[src/rtl/svc_rv_bench_pkg.sv]
// Shared types and constants for the svc_rv_soc_sram benchmark harness.
package svc_rv_bench_pkg;

    typedef enum logic [1:0] {
        IDLE,
        RUN,
        DONE,
        TIMEOUT
    } my_state_t;

    localparam int CYCLES_W = 32;

endpackage

[src/rtl/svc_rv_bench_ctl.sv]
// Run sequencer for the benchmark harness: state machine, run-cycle counter,
// timeout compare and the registered core reset.
module svc_rv_bench_ctl
    import svc_rv_bench_pkg::*;
#(
    parameter int unsigned TIMEOUT_CYCLES = 100000
) (
    input  logic                clk,
    input  logic                rst_n,
    input  logic                start,
    input  logic                ebreak,
    output my_state_t        state,
    output logic                launch,
    output logic                core_rst_n,
    output logic [CYCLES_W-1:0] cycles
);

    localparam logic [CYCLES_W-1:0] LIMIT = CYCLES_W'(TIMEOUT_CYCLES - 1);

    my_state_t state_next;

    always_comb begin
        // NOTE: every output of this block gets a default first, so no path can infer a latch.
        state_next = state;
        launch     = 1'b0;
        case (state)
            RUN: begin
                // ebreak has priority over the limit when both land in one cycle
                if (ebreak) begin
                    state_next = DONE;
                end else if (cycles == LIMIT) begin
                    state_next = TIMEOUT;
                end
            end
            default: begin
                if (start) begin
                    state_next = RUN;
                    launch     = 1'b1;
                end
            end
        endcase
    end

    // NOTE: non-blocking assignments so every register samples pre-edge values.
    always_ff @(posedge clk or negedge rst_n) begin
        if (!rst_n) begin
            state      <= IDLE;
            core_rst_n <= 1'b0;
            cycles     <= '0;
        end else begin
            state      <= state_next;
            core_rst_n <= (state_next == RUN);
            if (launch) begin
                cycles <= '0;
            end else if (state == RUN && cycles != '1) begin
                cycles <= cycles + 1'b1;
            end
        end
    end

endmodule

[src/rtl/svc_rv_soc_sram.sv]
// Compact RV32 subset SoC (lui, addi, jal, lw, sb/sh/sw, ebreak) with IMEM,
// DMEM and an IO store bus; bit 31 clear = IO, 2'b10 = DMEM, 2'b11 = IMEM.
module svc_rv_soc_sram #(
    parameter int XLEN        = 32,
    parameter int IMEM_AW     = 5,
    parameter int DMEM_AW     = 1,
    parameter int PIPELINED   = 1,
    parameter int FWD_REGFILE = 1,
    parameter int FWD         = 1,
    parameter int BPRED       = 1,
    parameter     IMEM_INIT   = ""
) (
    input  logic              clk,
    input  logic              rst_n,
    output logic              ebreak,
    output logic              io_wen,
    output logic [XLEN-1:0]   io_waddr,
    output logic [XLEN/8-1:0] io_wstrb,
    output logic [XLEN-1:0]   io_wdata,
    input  logic [XLEN-1:0]   io_rdata
);

    localparam int          SW          = XLEN / 8;
    localparam logic [31:0] EBREAK_INSN = 32'h0010_0073;
    localparam logic [6:0]  OP_LUI      = 7'h37;
    localparam logic [6:0]  OP_JAL      = 7'h6f;
    localparam logic [6:0]  OP_IMM      = 7'h13;
    localparam logic [6:0]  OP_LOAD     = 7'h03;
    localparam logic [6:0]  OP_STORE    = 7'h23;

    logic [31:0]        imem [2**IMEM_AW];
    logic [XLEN-1:0]    dmem [2**DMEM_AW];
    logic [XLEN-1:0]    regs [32];
    logic [IMEM_AW-1:0] pc;
    logic               bubble;

    logic [31:0]     insn;
    logic [6:0]      opcode;
    logic [4:0]      rd;
    logic [XLEN-1:0] imm_i, imm_s, imm_u, imm_j, rs1_val, rs2_val, addr, wb_val, st_data;
    logic [SW-1:0]   st_strb;
    logic            exec, is_store, wr_en, need_bubble;

    assign insn     = imem[pc];
    assign opcode   = insn[6:0];
    assign rd       = insn[11:7];
    assign imm_i    = XLEN'($signed(insn[31:20]));
    assign imm_s    = XLEN'($signed({insn[31:25], insn[11:7]}));
    assign imm_u    = XLEN'($signed({insn[31:12], 12'b0}));
    assign imm_j    = XLEN'($signed({insn[31], insn[19:12], insn[20], insn[30:21], 1'b0}));
    assign rs1_val  = (insn[19:15] == 5'd0) ? '0 : regs[insn[19:15]];
    assign rs2_val  = (insn[24:20] == 5'd0) ? '0 : regs[insn[24:20]];
    assign is_store = (opcode == OP_STORE);
    assign addr     = rs1_val + (is_store ? imm_s : imm_i);
    assign exec     = rst_n && !bubble;

    always_comb begin
        st_data = rs2_val;
        st_strb = '1;
        case (insn[14:12])
            3'b000: begin
                st_data = {SW{rs2_val[7:0]}};
                st_strb = SW'(1) << addr[1:0];
            end
            3'b001: begin
                st_data = {(SW / 2){rs2_val[15:0]}};
                st_strb = SW'(3) << {addr[1], 1'b0};
            end
            default: ;
        endcase
    end

    always_comb begin
        wb_val = '0;
        wr_en  = exec && (rd != 5'd0);
        case (opcode)
            OP_LUI:  wb_val = imm_u;
            OP_IMM:  wb_val = rs1_val + imm_i;
            OP_JAL:  wb_val = XLEN'({pc + 1'b1, 2'b00});
            OP_LOAD: wb_val = addr[XLEN-1] ? dmem[addr[DMEM_AW+1:2]] : io_rdata;
            default: wr_en = 1'b0;
        endcase
    end

    assign io_wen   = exec && is_store && !addr[XLEN-1];
    assign io_waddr = addr;
    assign io_wstrb = st_strb;
    assign io_wdata = st_data;
    assign ebreak   = exec && (insn == EBREAK_INSN);

    // Timing knobs: an unpipelined core, an unpredicted jump or an unforwarded
    // writeback each cost one idle cycle after the instruction.
    assign need_bubble = (PIPELINED == 0)
                      || (opcode == OP_JAL && BPRED == 0)
                      || (wr_en && (FWD == 0 || FWD_REGFILE == 0));

    always_ff @(posedge clk or negedge rst_n) begin
        if (!rst_n) begin
            pc     <= '0;
            bubble <= 1'b0;
        end else if (bubble) begin
            bubble <= 1'b0;
        end else begin
            pc     <= (opcode == OP_JAL) ? pc + IMEM_AW'(imm_j >> 2) : pc + 1'b1;
            bubble <= need_bubble;
        end
    end

    // NOTE: storage arrays carry no reset; software must write before it reads.
    always_ff @(posedge clk) begin
        if (wr_en) begin
            regs[rd] <= wb_val;
        end
        if (exec && is_store && addr[XLEN-1:XLEN-2] == 2'b10) begin
            for (int b = 0; b < SW; b++) begin
                if (st_strb[b]) dmem[addr[DMEM_AW+1:2]][8*b +: 8] <= st_data[8*b +: 8];
            end
        end
        if (exec && is_store && addr[XLEN-1:XLEN-2] == 2'b11) begin
            imem[addr[IMEM_AW+1:2]] <= 32'(st_data);
        end
    end

endmodule

// rtl/svc_rv_soc_sram_my.sv
// Benchmark harness around svc_rv_soc_sram: sequences runs, counts cycles and
// captures IO result words. Define SVC_RV_SOC_BENCH_CHECK_EN for the slot-0 check.
module svc_rv_soc_sram_my
    import svc_rv_bench_pkg::*;
#(
    parameter int              XLEN           = 32,
    parameter int              IMEM_AW        = 5,
    parameter int              DMEM_AW        = 1,
    parameter int              PIPELINED      = 1,
    parameter int              FWD_REGFILE    = 1,
    parameter int              FWD            = 1,
    parameter int              BPRED          = 1,
    parameter                  IMEM_INIT      = "",
    parameter int              NUM_RESULTS    = 4,
    parameter logic [31:0]     RESULT_BASE    = 32'h0000_0000,
    parameter int unsigned     TIMEOUT_CYCLES = 100000,
    parameter logic [XLEN-1:0] EXPECTED       = '0
) (
    input  logic                                                  clk,
    input  logic                                                  rst_n,
    input  logic                                                  start,
    output logic                                                  busy,
    output logic                                                  done,
    output logic                                                  timeout,
    output logic                                                  pass,
    output logic [CYCLES_W-1:0]                                   cycles,
    input  logic [$clog2(NUM_RESULTS > 1 ? NUM_RESULTS : 2)-1:0] result_sel,
    output logic [XLEN-1:0]                                       result_data
);

    localparam int              SEL_W = $clog2(NUM_RESULTS > 1 ? NUM_RESULTS : 2);
    localparam logic [XLEN-1:0] SPAN  = XLEN'(4 * NUM_RESULTS);

    my_state_t      state;
    logic              launch, core_rst_n, soc_rst_n, ebreak, io_wen, capture;
    logic [XLEN-1:0]   io_waddr, io_wdata, offset;
    logic [XLEN/8-1:0] io_wstrb;
    logic [SEL_W-1:0]  slot_idx;
    logic [XLEN-1:0]   slots [NUM_RESULTS];

    svc_rv_bench_ctl #(
        .TIMEOUT_CYCLES(TIMEOUT_CYCLES)
    ) u_ctl (
        .clk       (clk),
        .rst_n     (rst_n),
        .start     (start),
        .ebreak    (ebreak),
        .state     (state),
        .launch    (launch),
        .core_rst_n(core_rst_n),
        .cycles    (cycles)
    );

    // Harness reset reaches the core immediately, not one edge later.
    assign soc_rst_n = core_rst_n && rst_n;

    svc_rv_soc_sram #(
        .XLEN       (XLEN),
        .IMEM_AW    (IMEM_AW),
        .DMEM_AW    (DMEM_AW),
        .PIPELINED  (PIPELINED),
        .FWD_REGFILE(FWD_REGFILE),
        .FWD        (FWD),
        .BPRED      (BPRED),
        .IMEM_INIT  (IMEM_INIT)
    ) u_soc (
        .clk     (clk),
        .rst_n   (soc_rst_n),
        .ebreak  (ebreak),
        .io_wen  (io_wen),
        .io_waddr(io_waddr),
        .io_wstrb(io_wstrb),
        .io_wdata(io_wdata),
        .io_rdata('0)
    );

    // Addresses below the base wrap to a huge offset and fall out of range.
    assign offset   = io_waddr - XLEN'(RESULT_BASE);
    assign capture  = (state == RUN) && io_wen && (offset < SPAN);
    assign slot_idx = offset[SEL_W+1:2];

    always_ff @(posedge clk or negedge rst_n) begin
        if (!rst_n) begin
            for (int s = 0; s < NUM_RESULTS; s++) slots[s] <= '0;
        end else if (launch) begin
            for (int s = 0; s < NUM_RESULTS; s++) slots[s] <= '0;
        end else if (capture) begin
            for (int b = 0; b < XLEN / 8; b++) begin
                if (io_wstrb[b]) slots[slot_idx][8*b +: 8] <= io_wdata[8*b +: 8];
            end
        end
    end

    assign result_data = slots[result_sel];
    assign busy        = (state == RUN);
    assign done        = (state == DONE);
    assign timeout     = (state == TIMEOUT);

`ifdef SVC_RV_SOC_BENCH_CHECK_EN
    assign pass = (state == DONE) && (slots[0] == EXPECTED);
`else
    assign pass = 1'b0;
`endif

endmodule

[config.mk]
export PLATFORM = sky130hd
export DESIGN_NAME = svc_rv_soc_sram_my
export DESIGN_NICKNAME = d
export VERILOG_FILES = /design/src/rtl/svc_rv_bench_pkg.sv /design/src/rtl/svc_rv_bench_ctl.sv /design/src/rtl/svc_rv_soc_sram.sv /design/src/rtl/svc_rv_soc_sram_my.sv
export SDC_FILE = /design/constraint.sdc
export NUM_CORES = 2
export LEC_CHECK = 0
export CAP_MARGIN = 0
export CORE_MARGIN = 5
export CORE_UTILIZATION = 45
export CTS_CLUSTER_DIAMETER = 50
export DETAILED_ROUTE_END_ITERATION = 12
export PLACE_DENSITY = 0.7
export SLEW_MARGIN = 20
export SYNTH_ARGS = -nofsm -noshare
export SYNTH_HDL_FRONTEND = slang
export SYNTH_SLANG_ARGS = --single-unit
[constraint.sdc]
create_clock -name clk -period 2.02 [get_ports clk]
set_input_delay 0.303 -clock clk [delete_from_list [all_inputs] [get_ports clk]]
set_output_delay 0.303 -clock clk [all_outputs]
set_load 0.005 [all_outputs]
==> flow_summary.json <==
{
  "status": "finished, violations left",
  "violations": "setup timing",
  "cts_sinks": 2280,
  "reg2reg_slack_ns": -4.72,
  "clockBufferDepth": 3,
  "power_frac_seq": 0.521,
  "grt_first_pass_wirelength_um": 519800,
  "end_kind": "flop",
  "die_y_um": 492.7,
  "portBuffers": 71,
  "area_growth_pct": 26.61,
  "fmax_mhz": 148.3,
  "synth_cell_types": 112,
  "synthFlopType": "edfxtp_1",
  "clkPwrFrac": 0.464,
  "layout-drive-gt1-share": 0.2675,
  "r2r_start": "u_soc.pc[2]$_DFF_PN0_",
  "switching_share": 0.2039,
  "period_needed_ns": 6.742,
  "tns_ns": -17378.50,
  "p_per_area_nw_per_um2": 739.1,
  "netlist_area_um2": 104800,
  "cpPeakStageDelay_ns": 0.59,
  "coreArea_um2": 232300,
  "setup_viol": 4425,
  "hold_viol_final": 0,
  "antenna_found_initial": 15,
  "rsz0062_at_grt": "true",
  "yosys.area.top_type_share": 0.6049,
  "vdd_drop_max_uv": 1016,
  "place_congestion": 0.9789,
  "path_class": "flop to flop",
  "post-route-period-util": 3.337,
  "die_w_um": 492.7,
  "grt_max_degree": 182,
  "relSlewSlack": 0.3151,
  "crit_required_ns": 2.82,
  "clk_pin_slew_ns": 0.06,
  "clock-root-buffer": "clkbuf_16",
  "drt_iter0_markers": 12780,
  "wire_per_inst_um": 29.24,
  "slowest_stage": "or4_4",
  "ios": 73,
  "initial_utilization": 0.4513,
  "switchingPower_mw": 20.01,
  "vias": 79880,
  "syn_avg_cell_area_um2": 12.81,
  "fin_worst_skew_ns": 0.05797,
  "yosys.area.top_type": "edfxtp_1",
  "synth_edf_count": 2112,
  "worst-path-buf-inv": 8,
  "first_global_vias": 76240,
  "cp_common_cell": "buf_12",
  "worstHoldPathType": "input port to async pin",
  "r2r_end": "slots[78]$_DFFE_PN0P_",
  "drv_cap": 0,
  "final_max_slew_viol_count": 0,
  "grtUsageTotal": 0.2885,
  "clk-insertion-delay-late_ns": 0.91,
  "cts_buffers": 230,
  "firstDrtPassIters": 8,
  "drc": 0,
  "arrival_ns": 7.54,
  "yosysMostFrequentCell": "nand2_1",
  "overflow": 0,
  "rows": 177,
  "yosysSeqAreaShare": 0.6450,
  "ant_nets": 0,
  "cp_top_family": "compound AO/OA/AOI/OAI gates",
  "cts_tree": "done",
  "crit_path_start_kind": "flop",
  "netlist_top_cells_area": "edfxtp_1 60%, nand2_1 8.2%, mux4_2 6.5%, dfrtp_1 4.0%, a311oi_1 2.8%",
  "hpwl_um": 226000,
  "fp.dieArea_um2": 242700,
  "tightestPinTransition_ns": 1.027,
  "ys_ff_latch": 2280,
  "routed_wl_um": 366500,
  "critPathMaxFanout": 8,
  "p_comb_frac": 0.015,
  "h-tree-depth": 4,
  "p_int_mw": 78.10,
  "vias_per_cell": 6.373,
  "synth_commonest_cells": "2288 x nand2_1, 2112 x edfxtp_1, 535 x nand3_1",
  "yosysWarnings": 0,
  "fill_cells": 17510,
  "nNetsFinal": 9328,
  "totalPowerFinal_mw": 98.11,
  "power_leakage_nw": 49.94,
  "async_flop_share": 0.07368,
  "setup_slack_ns": -4.722,
  "syn_inst": 8185,
  "r2r_cells": 33
}
[how the worst max path moves through the flow]
stage                                     start                     end  depth (start not counted)
after floorplan           u_soc.pc[0]$_DFF_PN0_   slots[88]$_DFFE_PN0P_                         34
after global routing      u_soc.pc[2]$_DFF_PN0_   slots[19]$_DFFE_PN0P_                         33
after detailed placement  u_soc.pc[2]$_DFF_PN0_  slots[121]$_DFFE_PN0P_                         25
after global placement    u_soc.pc[2]$_DFF_PN0_   slots[81]$_DFFE_PN0P_                         27
final                     u_soc.pc[2]$_DFF_PN0_   slots[78]$_DFFE_PN0P_                         33
after CTS                 u_soc.pc[2]$_DFF_PN0_   slots[57]$_DFFE_PN0P_                         34
[power by group through the flow]
stage / combinational [mW] / clock, mW / sequential, mW
floorplan: 0.426 / 0 / 52.2
global placement: 1.47 / 0 / 52.1
detailed placement: 1.50 / 0 / 52.1
CTS: 1.52 / 45.8 / 51.1
global route: 1.64 / 48.0 / 51.1
finish: 1.52 / 45.5 / 51.1
[metrics by stage]
| stage | hold slack, ns | cells | util | setup slack, ns | instance area [um^2] |
|---|---|---|---|---|---|
| global placement | 0.5067 | 11980 | 0.5229 | -4.903 | 121500 |
| CTS | 0.1863 | 12460 | 0.5620 | -4.659 | 130600 |
| global route | 0.1545 | 12530 | 0.5713 | -4.867 | 132700 |
| floorplan | 0.007409 | 8217 | - | -4.439 | 106200 |
| finish | 0.1165 | 12530 | 0.5713 | -4.722 | 132700 |
| detailed placement | 0.5129 | 11980 | 0.5229 | -4.862 | 121500 |
[repair_timing]
| action | in CTS | in global routing |
|---|---|---|
| gates cloned | 10 | 15 |
| resized for setup | 107 | 261 |
| pin swaps | 30 | 87 |
| setup buffers | 27 | 69 |
| hold buffers | 1 | 0 |
| setup endpoints to repair | 4425 | 4427 |
| hold endpoints to repair | 83 | 0 |
[worst reg2reg max path: cells and delay by family, from the launching register on]
family / cells / cell delay (ns)
compound gates: 14 / 2.27
simple gates: 8 / 1.79
buf+inv: 8 / 1.38
flops: 1 / 0.56
mux: 2 / 0.38
fa+ha+maj: 1 / 0.26
[placed cells by master (no fill, tap or decap), types with 33 or more instances in the layout]
master	Yosys	layout
a21oi_1	139	96
a21oi_2	0	36
a311o_1	51	51
a311oi_1	332	289
a311oi_2	0	43
a31oi_1	130	127
and3_1	267	244
buf_12	1	339
buf_4	17	935
buf_6	23	43
bufinv_16	0	38
clkbuf_1	387	37
clkbuf_16	0	246
clkdlybuf4s50_1	0	69
clkinv_1	2	38
clkinv_2	0	37
conb_1	1	33
dfrtp_1	168	164
edfxtp_1	2112	2112
inv_1	61	55
mux2i_1	265	246
mux4_2	302	302
nand2_1	2288	2266
nand3_1	535	532
nor2_1	177	116
nor2_4	0	53
o22ai_1	39	34
or2_2	36	35
xnor2_1	48	45
[cell type report]
type                       instances  area, um^2  area share
sequential                      2280       67640      0.5096
multi-input combinational       5280       37060      0.2792
timing repair buffer            1426       15870      0.1196
clock buffer                     274        6002     0.04522
tap                             3043        3807     0.02869
clock inverter                   162        2088     0.01573
inverter                          65       255.2    0.001923
antenna                            4       10.01  0.00007541
[kinds of logic after synthesis]
family | after synthesis | synth area share
DFF | 2280 | 0.6450
and+or+nand+nor | 3512 | 0.1483
buffers and inverters | 660 | 0.02737
muxes | 592 | 0.09320
AOI/OAI and AO/OA | 1017 | 0.07414
other | 1 | 0.00003577
xor gates and xnor gates | 79 | 0.006672
adders and majority gates | 44 | 0.005239
[routing by layer]
layer	vias to the layer above	GRT usage	part of all wire
li1	33160	-	-
met1	39560	0.3845	0.36
met2	6026	0.4505	0.46
met3	1106	0.07054	0.12
met4	22	0.1308	0.056
met5	-	0	0.00066
[sequential cells by signal, summed over array words and instances, names as in the netlist]
register,count
u_ctl.state,2
slots,128
u_soc.dmem,64
u_ctl.cycles,32
u_soc.imem,1024
u_ctl.core_rst_n,1
u_soc.pc,5
u_soc.regs,1024
Power figures use the tool's default switching activity.
